$ cat src/rtl/apb_memif_bridge.sv
// APB completer that turns each APB transfer into exactly one memory-interface request,
// with a bounded wait on the target acknowledge.
module apb_memif_bridge #(
  parameter int ADDR_WIDTH     = 5,
  parameter int DATA_WIDTH     = 32,
  parameter int TIMEOUT_CYCLES = 16
) (
  input  logic                    clk_i,
  input  logic                    arst_ni,
  input  logic                    psel_i,
  input  logic                    penable_i,
  input  logic [ADDR_WIDTH-1:0]   paddr_i,
  input  logic                    pwrite_i,
  input  logic [DATA_WIDTH-1:0]   pwdata_i,
  input  logic [DATA_WIDTH/8-1:0] pstrb_i,
  output logic [DATA_WIDTH-1:0]   prdata_o,
  output logic                    pready_o,
  output logic                    pslverr_o,
  output logic                    mreq_o,
  output logic [ADDR_WIDTH-1:0]   maddr_o,
  output logic                    mwe_o,
  output logic [DATA_WIDTH-1:0]   mwdata_o,
  output logic [DATA_WIDTH/8-1:0] mstrb_o,
  input  logic                    mack_i,
  input  logic [DATA_WIDTH-1:0]   mrdata_i,
  input  logic                    mresp_i
);
  // state | meaning
  // IDLE  | waiting for psel_i, captures the APB request
  // REQ   | mreq_o high, waiting for mack_i or timeout
  // DONE  | pready_o high for one cycle with response held
  typedef enum logic [1:0] {IDLE, REQ, DONE} state_e;

  localparam int STRB_WIDTH = DATA_WIDTH / 8;
  localparam int CNT_WIDTH  = ($clog2(TIMEOUT_CYCLES + 1) > 1) ? $clog2(TIMEOUT_CYCLES + 1) : 1;
  localparam logic [CNT_WIDTH-1:0] CNT_LAST =
    CNT_WIDTH'((TIMEOUT_CYCLES > 0) ? (TIMEOUT_CYCLES - 1) : 0);
  localparam logic [CNT_WIDTH-1:0] CNT_MAX  = '1;

  state_e                  state_q, state_d;
  logic [CNT_WIDTH-1:0]    cnt_q, cnt_d;
  logic                    mreq_q, mreq_d;
  logic                    pready_q, pready_d;
  logic                    pslverr_q, pslverr_d;
  logic [DATA_WIDTH-1:0]   prdata_q, prdata_d;
  logic [ADDR_WIDTH-1:0]   maddr_q, maddr_d;
  logic                    mwe_q, mwe_d;
  logic [DATA_WIDTH-1:0]   mwdata_q, mwdata_d;
  logic [STRB_WIDTH-1:0]   mstrb_q, mstrb_d;

  always_ff @(posedge clk_i or negedge arst_ni) begin
    if (!arst_ni) begin
      state_q   <= IDLE;
      cnt_q     <= '0;
      mreq_q    <= 1'b0;
      pready_q  <= 1'b0;
      pslverr_q <= 1'b0;
      prdata_q  <= '0;
      maddr_q   <= '0;
      mwe_q     <= 1'b0;
      mwdata_q  <= '0;
      mstrb_q   <= '0;
    end else begin
      state_q   <= state_d;
      cnt_q     <= cnt_d;
      mreq_q    <= mreq_d;
      pready_q  <= pready_d;
      pslverr_q <= pslverr_d;
      prdata_q  <= prdata_d;
      maddr_q   <= maddr_d;
      mwe_q     <= mwe_d;
      mwdata_q  <= mwdata_d;
      mstrb_q   <= mstrb_d;
    end
  end

  always_comb begin
    state_d   = state_q;
    cnt_d     = cnt_q;
    pslverr_d = pslverr_q;
    prdata_d  = prdata_q;
    maddr_d   = maddr_q;
    mwe_d     = mwe_q;
    mwdata_d  = mwdata_q;
    mstrb_d   = mstrb_q;
    unique case (state_q)
      IDLE: begin
        // penable_i is deliberately ignored so the request launches in the setup phase
        if (psel_i) begin
          maddr_d  = paddr_i;
          mwe_d    = pwrite_i;
          mwdata_d = pwdata_i;
          mstrb_d  = pwrite_i ? pstrb_i : '0;
          cnt_d    = '0;
          state_d  = REQ;
        end
      end
      REQ: begin
        // psel_i is not watched here: a started request always runs to ack or timeout
        if (mreq_q && mack_i) begin
          prdata_d  = mwe_q ? '0 : mrdata_i;
          pslverr_d = mresp_i;
          state_d   = DONE;
        end else if ((TIMEOUT_CYCLES > 0) && (cnt_q == CNT_LAST)) begin
          prdata_d  = '0;
          pslverr_d = 1'b1;
          state_d   = DONE;
        end else if (cnt_q != CNT_MAX) begin
          cnt_d = cnt_q + CNT_WIDTH'(1);
        end
      end
      DONE: begin
        prdata_d  = '0;
        pslverr_d = 1'b0;
        state_d   = IDLE;
      end
      default: state_d = IDLE;
    endcase
    mreq_d   = (state_d == REQ);
    pready_d = (state_d == DONE);
  end

  assign mreq_o    = mreq_q;
  assign pready_o  = pready_q;
  assign pslverr_o = pslverr_q;
  assign prdata_o  = prdata_q;
  assign maddr_o   = maddr_q;
  assign mwe_o     = mwe_q;
  assign mwdata_o  = mwdata_q;
  assign mstrb_o   = mstrb_q;
endmodule

$ cat config.mk
export PLATFORM = sky130hd
export DESIGN_NAME = apb_memif_bridge
export DESIGN_NICKNAME = d
export VERILOG_FILES = /design/src/rtl/apb_memif_bridge.sv
export SDC_FILE = /design/constraint.sdc
export NUM_CORES = 1
export LEC_CHECK = 0
export CAP_MARGIN = 20
export CORE_MARGIN = 1.5
export CORE_UTILIZATION = 44
export CTS_CLUSTER_SIZE = 16
export DETAILED_ROUTE_END_ITERATION = 10
export PLACE_DENSITY = 0.86
export REMOVE_ABC_BUFFERS = 1
export SLEW_MARGIN = 10
export SYNTH_ARGS = -nofsm -noshare
export SYNTH_HDL_FRONTEND = slang
export SYNTH_SLANG_ARGS = --single-unit
export TNS_END_PERCENT = 100
$ cat constraint.sdc
create_clock -name clk_i -period 4.2 [get_ports clk_i]
set_input_delay 1.26 -clock clk_i [delete_from_list [all_inputs] [get_ports clk_i]]
set_output_delay 1.26 -clock clk_i [all_outputs]
set_load 0.005 [all_outputs]
Yosys cells after proc, flatten, opt, wreduce, memory -nomap -nowiden
Cells that the tools add are included.
Widths: inputs -> output; s select.

storage, ports and cells
  logic and storage cells = 46
  flip-flop bits (word level) = 84
  input port bits = 80
  output and inout bits = 77

operators by class
  equality and inequality tests = 11
  $add $sub $neg = 1
  mux-type cells = 17
  reductions and logical operators = 7

operators by type and width
  cell                 count
  $mux 32              3
  $pmux 32 s2          1
  $mux 5               4
  $pmux 5 s2           1
  $ne 2x2->1 const B   4
  $mux 2               3
  $add 5x1->5 const B  1
  $eq 5x4->1 const B   1
  $ne 5x5->1 const B   1
  $reduce_and 5->1     1
  $eq 2x1->1 const B   2
  $eq 2x2->1 const B   2
  $mux 4               1
  $pmux 2 s2           1
  $reduce_and 2->1     2
  $reduce_bool 2->1    2
  $ne 3x3->1 const B   1
  $logic_not 2->1      1
  $mux 1               2
  $pmux 1 s2           1
  $logic_and 1x1->1    1

Logic depth before layout (Yosys ltp)
Gate-level depths: netlist (run 1).

  word-level depth = 5
  gate-level depth with buffers = 8
  mapped depth without buffers = 7

Least setup slack after synthesis (run 1)
OpenSTA, ideal clock, no wires.

  path type = input port to flip-flop
  start point = input port mack_i
  end point = register prdata_q[0], in the netlist prdata_o[0]
  setup slack = 2.040 ns
  stages = 4
  data arrival time = 2.033 ns
  buffers on the path = 0
  setup time = 0.128 ns
  required time = 4.072 ns
  cells stage by stage = a21oi_4 nor2_8 nor2_8 mux2_1

on the way
  word-level cells in the longest chain between the ends = 3
  elaborated cells on any way between the ends = 5
  those cells by class = 1 x eq/ne; 2 x mux; 2 x reduce/logical

RTL lines
  what                                                    RTL line  source
  start: declaration                                      24        input logic mack_i,
  $logic_and 1x1->1 (*)                                   100       if (mreq_q && mack_i) begin
  $mux 32 / $ne 3x3->1 (equally long branches)            --
  $pmux 32 s2 / $reduce_and 2->1 (equally long branches)  --
  end signal: assignment                                  69        prdata_q <= prdata_d;
  end: declaration                                        45        logic [DATA_WIDTH-1:0] prdata_q, prdata_d;

Every way passes the cells marked *; elsewhere a longest branch is shown, timed or not.
A chain may end at the register's enable or synchronous reset.

Worst setup path in the final report (run 1)
  start point = register mwe_q, in the netlist mwe_o
  end point = output port mwe_o

RTL lines
  what                      RTL line  source
  start: declaration        47        logic mwe_q, mwe_d;
  start signal: assignment  71        mwe_q <= mwe_d;
  end: declaration          21        output logic mwe_o,

No word-level cell between the ends.

==> results of run 1 <==
synthesized netlist by cell type, types with 2 or more instances:
library cell / count / share of area [%]
ha_1: 3 / 1.1
nand3_1: 4 / 0.61
nand2_1: 128 / 15
buf_2: 12 / 1.8
dfrtp_1: 84 / 64
buf_6: 3 / 1.0
o21ai_0: 2 / 0.31
a22o_1: 32 / 8.6
nor2_1: 5 / 0.57
nor2_8: 2 / 1.2
worst min path at each step:
stage                                  start                        to  slack [ps]  cells after the start
global route          mstrb_o[0]$_DFFE_PN0P_    mstrb_o[0]$_DFFE_PN0P_         500                      2
floorplan             mstrb_o[0]$_DFFE_PN0P_    mstrb_o[0]$_DFFE_PN0P_         460                      2
CTS                 mwdata_o[13]$_DFFE_PN0P_  mwdata_o[13]$_DFFE_PN0P_         480                      2
global placement      mstrb_o[2]$_DFFE_PN0P_    mstrb_o[2]$_DFFE_PN0P_         450                      2
finish                mstrb_o[0]$_DFFE_PN0P_    mstrb_o[0]$_DFFE_PN0P_         470                      2
detailed placement  mwdata_o[13]$_DFFE_PN0P_  mwdata_o[13]$_DFFE_PN0P_         460                      2
routing by layer:
metal / vias up / part of all wire, % / wire length, um / global-route usage (%)
met2: 109 / 50 / 4040 / 34.4
met5: - / 0 / 0 / 0
met3: 13 / 8.8 / 709 / 6.83
met1: 1316 / 39 / 3170 / 23.9
li1: 1283 / - / - / -
met4: 0 / 1.8 / 146 / 8.25
cell usage in the layout, fill, tap and decap left out, types with 2 or more instances in the layout:
cell type / Yosys / final
nor2_1: 5 / 5
clkbuf_8: 0 / 9
buf_4: 0 / 4
clkinvlp_4: 0 / 3
inv_6: 0 / 2
nand2_1: 128 / 128
dfrtp_1: 84 / 84
clkdlybuf4s50_1: 0 / 154
nand3_1: 4 / 4
nor2_8: 2 / 2
a22o_1: 32 / 32
ha_1: 3 / 3
o21ai_0: 2 / 2
final cells by class:
cell class	instances	area [sq um]
well taps	99	124
clock inverters	7	75.1
clock buffers	9	124
fillers	544	2100
repair buffers	159	1600
multi-input cells	196	1080
inverters	1	3.75
flip-flops and latches	84	2100
power groups by stage:
stage / clock, W / combinational (W) / sequential, W
2_1_floorplan: 0 / 0.000545 / 0.00141
3_3_place_gp: 0 / 0.00146 / 0.00138
3_5_place_dp: 0 / 0.00150 / 0.00140
4_1_cts: 0.000589 / 0.00151 / 0.00139
5_1_grt: 0.000624 / 0.00164 / 0.00144
6_report: 0.000572 / 0.00149 / 0.00139
through the flow:
step / setup WS (ps) / instance area, sq um / hold slack, ps
2_1_floorplan: 1600 / 3180 / 463
3_3_place_gp: 1220 / 4880 / 450
3_5_place_dp: 1220 / 4880 / 461
4_1_cts: 1560 / 5080 / 483
5_1_grt: 1500 / 5110 / 499
6_report: 1580 / 5110 / 472
sequential cells by signal, summed over array words and instances, names as in the netlist:
name / flops
pready_o: 1
mwe_o: 1
mstrb_o: 4
mreq_o: 1
pslverr_o: 1
state_q: 2
cnt_q: 5
prdata_o: 32
mwdata_o: 32
maddr_o: 5
cells by family (layout without fill, tap and decap cells):
kind of cell    after synthesis  after routing
flops                        84             84
mux                           2              2
fa+ha+maj                     3              3
simple gates                149            149
buf+inv                      16            176
compound gates               42             42
==> impl_metrics.json, run 1 <==
{
  "grt_pass1_wl_um": 12300,
  "worst_pin_slew_ps": 446,
  "initial_core_util_pct": 45.4,
  "htreeDepth": 3,
  "track_usage_pct": 20.4,
  "synth_warnings": 0,
  "synth_adder_area_share_pct": 1.15,
  "pwr-share-clk_pct": 16.6,
  "start_kind": "flip-flop",
  "synth_mux_area_share_pct": 0.802,
  "synthSimpleGateAreaFrac_pct": 19.5,
  "drt-initial-drc-count": 63,
  "cts_resized": 0,
  "ir_drop_mv": 0.354,
  "synthArstFlopShare_pct": 100,
  "finalSetupViolCount": 0,
  "critPathMaxStageDelay_ps": 550,
  "numCtsBuffers": 9,
  "dpl.hpwl_um": 5790,
  "synth_compound_area_share_pct": 11.4,
  "antenna_found_initial": 0,
  "fin_crit_ps": 2620,
  "num_io_pins": 157,
  "final_hold_viol_count": 0,
  "fin_nets": 534,
  "grt_max_degree": 85,
  "routed_wl_um": 8070,
  "drt-wirelength-per-cell_um": 14.5,
  "r2r_start": "cnt_q[0]$_DFFE_PN0P_",
  "path_class": "reg2out",
  "internal-power_w": 0.00235,
  "cp_max_fo": 4,
  "cp.depth": 1,
  "hold_class": "reg2reg",
  "worst-path-buf-inv": 1,
  "seq_power_share_pct": 40.3,
  "post-route-util_pct": 70.8,
  "synth_edf_count": 0,
  "pwr-share-comb_pct": 43.2,
  "slowest_stage": "clkdlybuf4s50_1",
  "finalSetupTns_ps": 0,
  "endpoint": "mwe_o",
  "fp.dieArea_sq_um": 7970,
  "regToRegEndpoint": "prdata_o[0]$_DFFE_PN0P_",
  "antenna_left": 0,
  "switchingPower_w": 0.00110,
  "rrSetupSlack_ps": 1930,
  "skew_ps": 10.0,
  "dieWidth_um": 89.3,
  "n_antenna_cell": 0,
  "crit_start": "mwe_o$_DFFE_PN0P_",
  "dominantRegCellSynth": "dfrtp_1",
  "rr_worst_depth": 7,
  "ctsHoldBuffers": 0,
  "arrival_ps": 1360,
  "die_h_um": 89.3,
  "cts_buffer_depth": 2,
  "yosysSeqAreaShare_pct": 64.1,
  "grt_pass1_vias": 2670,
  "root_buffer": "clkbuf_8",
  "fmax_mhz": 382,
  "port_buffers": 155,
  "area_growth_pct": 56.0,
  "syn_area_per_cell_sq_um": 11.1,
  "vias": 2721,
  "clk_pin_slew_ps": 80,
  "final-max-slew-violation-count": 0,
  "max_cap_violations": 0,
  "drc": 0,
  "final_layout_size_suffix_gt1_share_pct": 7.24,
  "core_sq_um": 7210,
  "synth_top_family_by_area": "simple AND/OR/NAND/NOR gates",
  "firstDrtPassIters": 4,
  "critPathCaptureType": "primary output",
  "cts_tree": "yes",
  "max-slew-margin-rel_pct": 70.3,
  "syn_area_sq_um": 3280,
  "std_cell_rows": 31,
  "final_cells": 555,
  "worst-endpoint-required_ps": 2940,
  "clock_latency_ps": 340,
  "finalPower_w": 0.00345,
  "status": "complete, no violations",
  "synthDistinctLibCells": 31,
  "dpl.cell_count": 538,
  "viasPerCell": 4.90,
  "synth_seq_cells": 84,
  "grt_setup_unrepaired": "no",
  "p_sw_share_pct": 31.9,
  "globalplace.congestion": 0.731,
  "power.density_nw_per_um2": 675,
  "overflow": 0,
  "crit_family": "buffers and inverters",
  "fin_crit_sh_pct": 62.4,
  "synth-xor-area-share_pct": 0,
  "cts.sinks": 84,
  "synthCells": 296,
  "critical_path.cell_chain": "clkdlybuf4s50_1",
  "cts_setup_buffers": 0,
  "leakage_nw": 2.41
}
No activity file was read; power rests on OpenSTA's default activity.
==> run 2, diff against run 1 <==
Settings changed: CORE_UTILIZATION 44 to 37, PLACE_DENSITY 0.86 to 0.77.
Clock period 4.2 ns to 2.3 ns, I/O delays scaled along.
==> run 2 against run 1 <==
Count of clock-buffer cells in the layout is 1 higher. Final cell count is 2.0% higher. Sequential share of layout area is 0.55 points lower. First-iteration DRC count is 22% higher. Cell area is 1.3% higher. Wire length is 0.41% higher. Worst hold slack worse by 190 ps. Critical endpoint unchanged. Largest cell class unchanged.
==> impl_metrics.json, run 2 (synthesis results as in run 1) <==
{
  "fin_ws_ps": 268,
  "htreeDepth": 3,
  "vias": 2727,
  "cts_buffer_depth": 2,
  "start_kind": "flip-flop",
  "internal-power_w": 0.00437,
  "clk_pin_slew_ps": 90,
  "cts.sinks": 84,
  "worst-path-buf-inv": 1,
  "cts_resized": 0,
  "fmax_mhz": 492,
  "skew_ps": 13.4,
  "antenna_left": 0,
  "firstDrtPassIters": 5,
  "power.density_nw_per_um2": 1240,
  "finalSetupTns_ps": 0,
  "seq_power_share_pct": 39.5,
  "antenna_found_initial": 0,
  "max-slew-margin-rel_pct": 68.5,
  "worst_pin_slew_ps": 473,
  "final_hold_viol_count": 0,
  "dieWidth_um": 97.1,
  "drt-initial-drc-count": 77,
  "status": "complete, no violations",
  "drt-wirelength-per-cell_um": 14.3,
  "slowest_stage": "clkdlybuf4s50_1",
  "num_io_pins": 157,
  "grt_setup_unrepaired": "no",
  "routed_wl_um": 8100,
  "port_buffers": 155,
  "die_h_um": 97.1,
  "core_sq_um": 8640,
  "root_buffer": "clkbuf_8",
  "fin_crit_sh_pct": 88.3,
  "final_common_cell": "clkdlybuf4s50_1",
  "path_class": "reg2out",
  "track_usage_pct": 17.7,
  "dp_slack_ps": 156,
  "initial_core_util_pct": 37.9,
  "fin_nets": 536,
  "cts_tree": "yes",
  "arrival_ps": 1340,
  "max_cap_violations": 0,
  "crit_family": "buffers and inverters",
  "critPathMaxStageDelay_ps": 540,
  "ctsHoldBuffers": 0,
  "rrSetupSlack_ps": 270,
  "cp_max_fo": 4,
  "fp.dieArea_sq_um": 9430,
  "numCtsBuffers": 9,
  "dpl.hpwl_um": 5760,
  "final_cell_mix": "clkdlybuf4s50_1, nand2_1, dfrtp_1, a22o_1, clkbuf_8",
  "worst-endpoint-required_ps": 1610,
  "finalSetupViolCount": 0,
  "grt_pass1_vias": 2865,
  "hold_class": "in2async",
  "clock_latency_ps": 350,
  "cts_setup_buffers": 0,
  "pwr-share-comb_pct": 43.9,
  "n_antenna_cell": 0,
  "grt_max_degree": 45,
  "n_fill_cell": 734,
  "viasPerCell": 4.82,
  "ir_drop_mv": 0.524,
  "final-max-slew-violation-count": 0,
  "pwr-share-clk_pct": 16.7,
  "switchingPower_w": 0.00203,
  "critPathCaptureType": "primary output",
  "drc": 0,
  "std_cell_rows": 34,
  "area_growth_pct": 58.1,
  "post-route-util_pct": 60.0,
  "final_layout_size_suffix_gt1_share_pct": 7.42,
  "globalplace.congestion": 0.726,
  "critical_path.cell_chain": "clkdlybuf4s50_1",
  "fin_crit_ps": 2030,
  "p_sw_share_pct": 31.7,
  "grt_pass1_wl_um": 13500,
  "leakage_nw": 2.44,
  "overflow": 0
}
[run 2: worst paths after layout]
path | startpoint | to | cells past startpoint
setup / recovery | mwe_o$_DFFE_PN0P_ | mwe_o | 1
hold / removal | arst_ni | prdata_o[16]$_DFFE_PN0P_ | 1
setup reg to reg | cnt_q[0]$_DFFE_PN0P_ | cnt_q[3]$_DFFE_PN0P_ | 7
hold reg to reg | mstrb_o[1]$_DFFE_PN0P_ | mstrb_o[1]$_DFFE_PN0P_ | 2
max in group asynchronous | arst_ni | mwdata_o[31]$_DFFE_PN0P_ | 2
min in group clk_i | mstrb_o[1]$_DFFE_PN0P_ | mstrb_o[1]$_DFFE_PN0P_ | 2
[run 2: routing by layer]
| layer | wire [um] | track usage [%] | up-vias |
|---|---|---|---|
| met4 | 153 | 6.69 | 0 |
| met3 | 717 | 6.91 | 16 |
| met5 | 0 | 0 | - |
| met2 | 3770 | 28.7 | 125 |
| li1 | - | - | 1294 |
| met1 | 3460 | 21.3 | 1292 |
[run 2: final cells by class]
class | count | area, sq um | share of cell area (%)
inverter | 1 | 3.75 | 0.0725
tap | 108 | 135 | 2.61
multi-input combinational | 196 | 1080 | 20.9
clock inverter | 6 | 71.3 | 1.38
timing repair buffer | 161 | 1660 | 32.0
clock buffer | 10 | 128 | 2.46
sequential | 84 | 2100 | 40.6
[run 2: power by group through the flow]
stage / registers, W / logic, W / clock network [W]
after floorplan: 0.00257 / 0.000996 / 0
after global placement: 0.00252 / 0.00278 / 0
after CTS: 0.00253 / 0.00286 / 0.00110
after global routing: 0.00261 / 0.00307 / 0.00117
after detailed placement: 0.00255 / 0.00285 / 0
final: 0.00252 / 0.00281 / 0.00107
[run 2: metrics by stage]
stage	area, sq um	power (W)	hold slack, ps	instances
3_5_place_dp	4980	0.00540	462	550
3_3_place_gp	4980	0.00529	452	550
6_report	5180	0.00640	287	566
4_1_cts	5180	0.00650	293	566
2_1_floorplan	3180	0.00356	394	281
5_1_grt	5180	0.00685	302	566
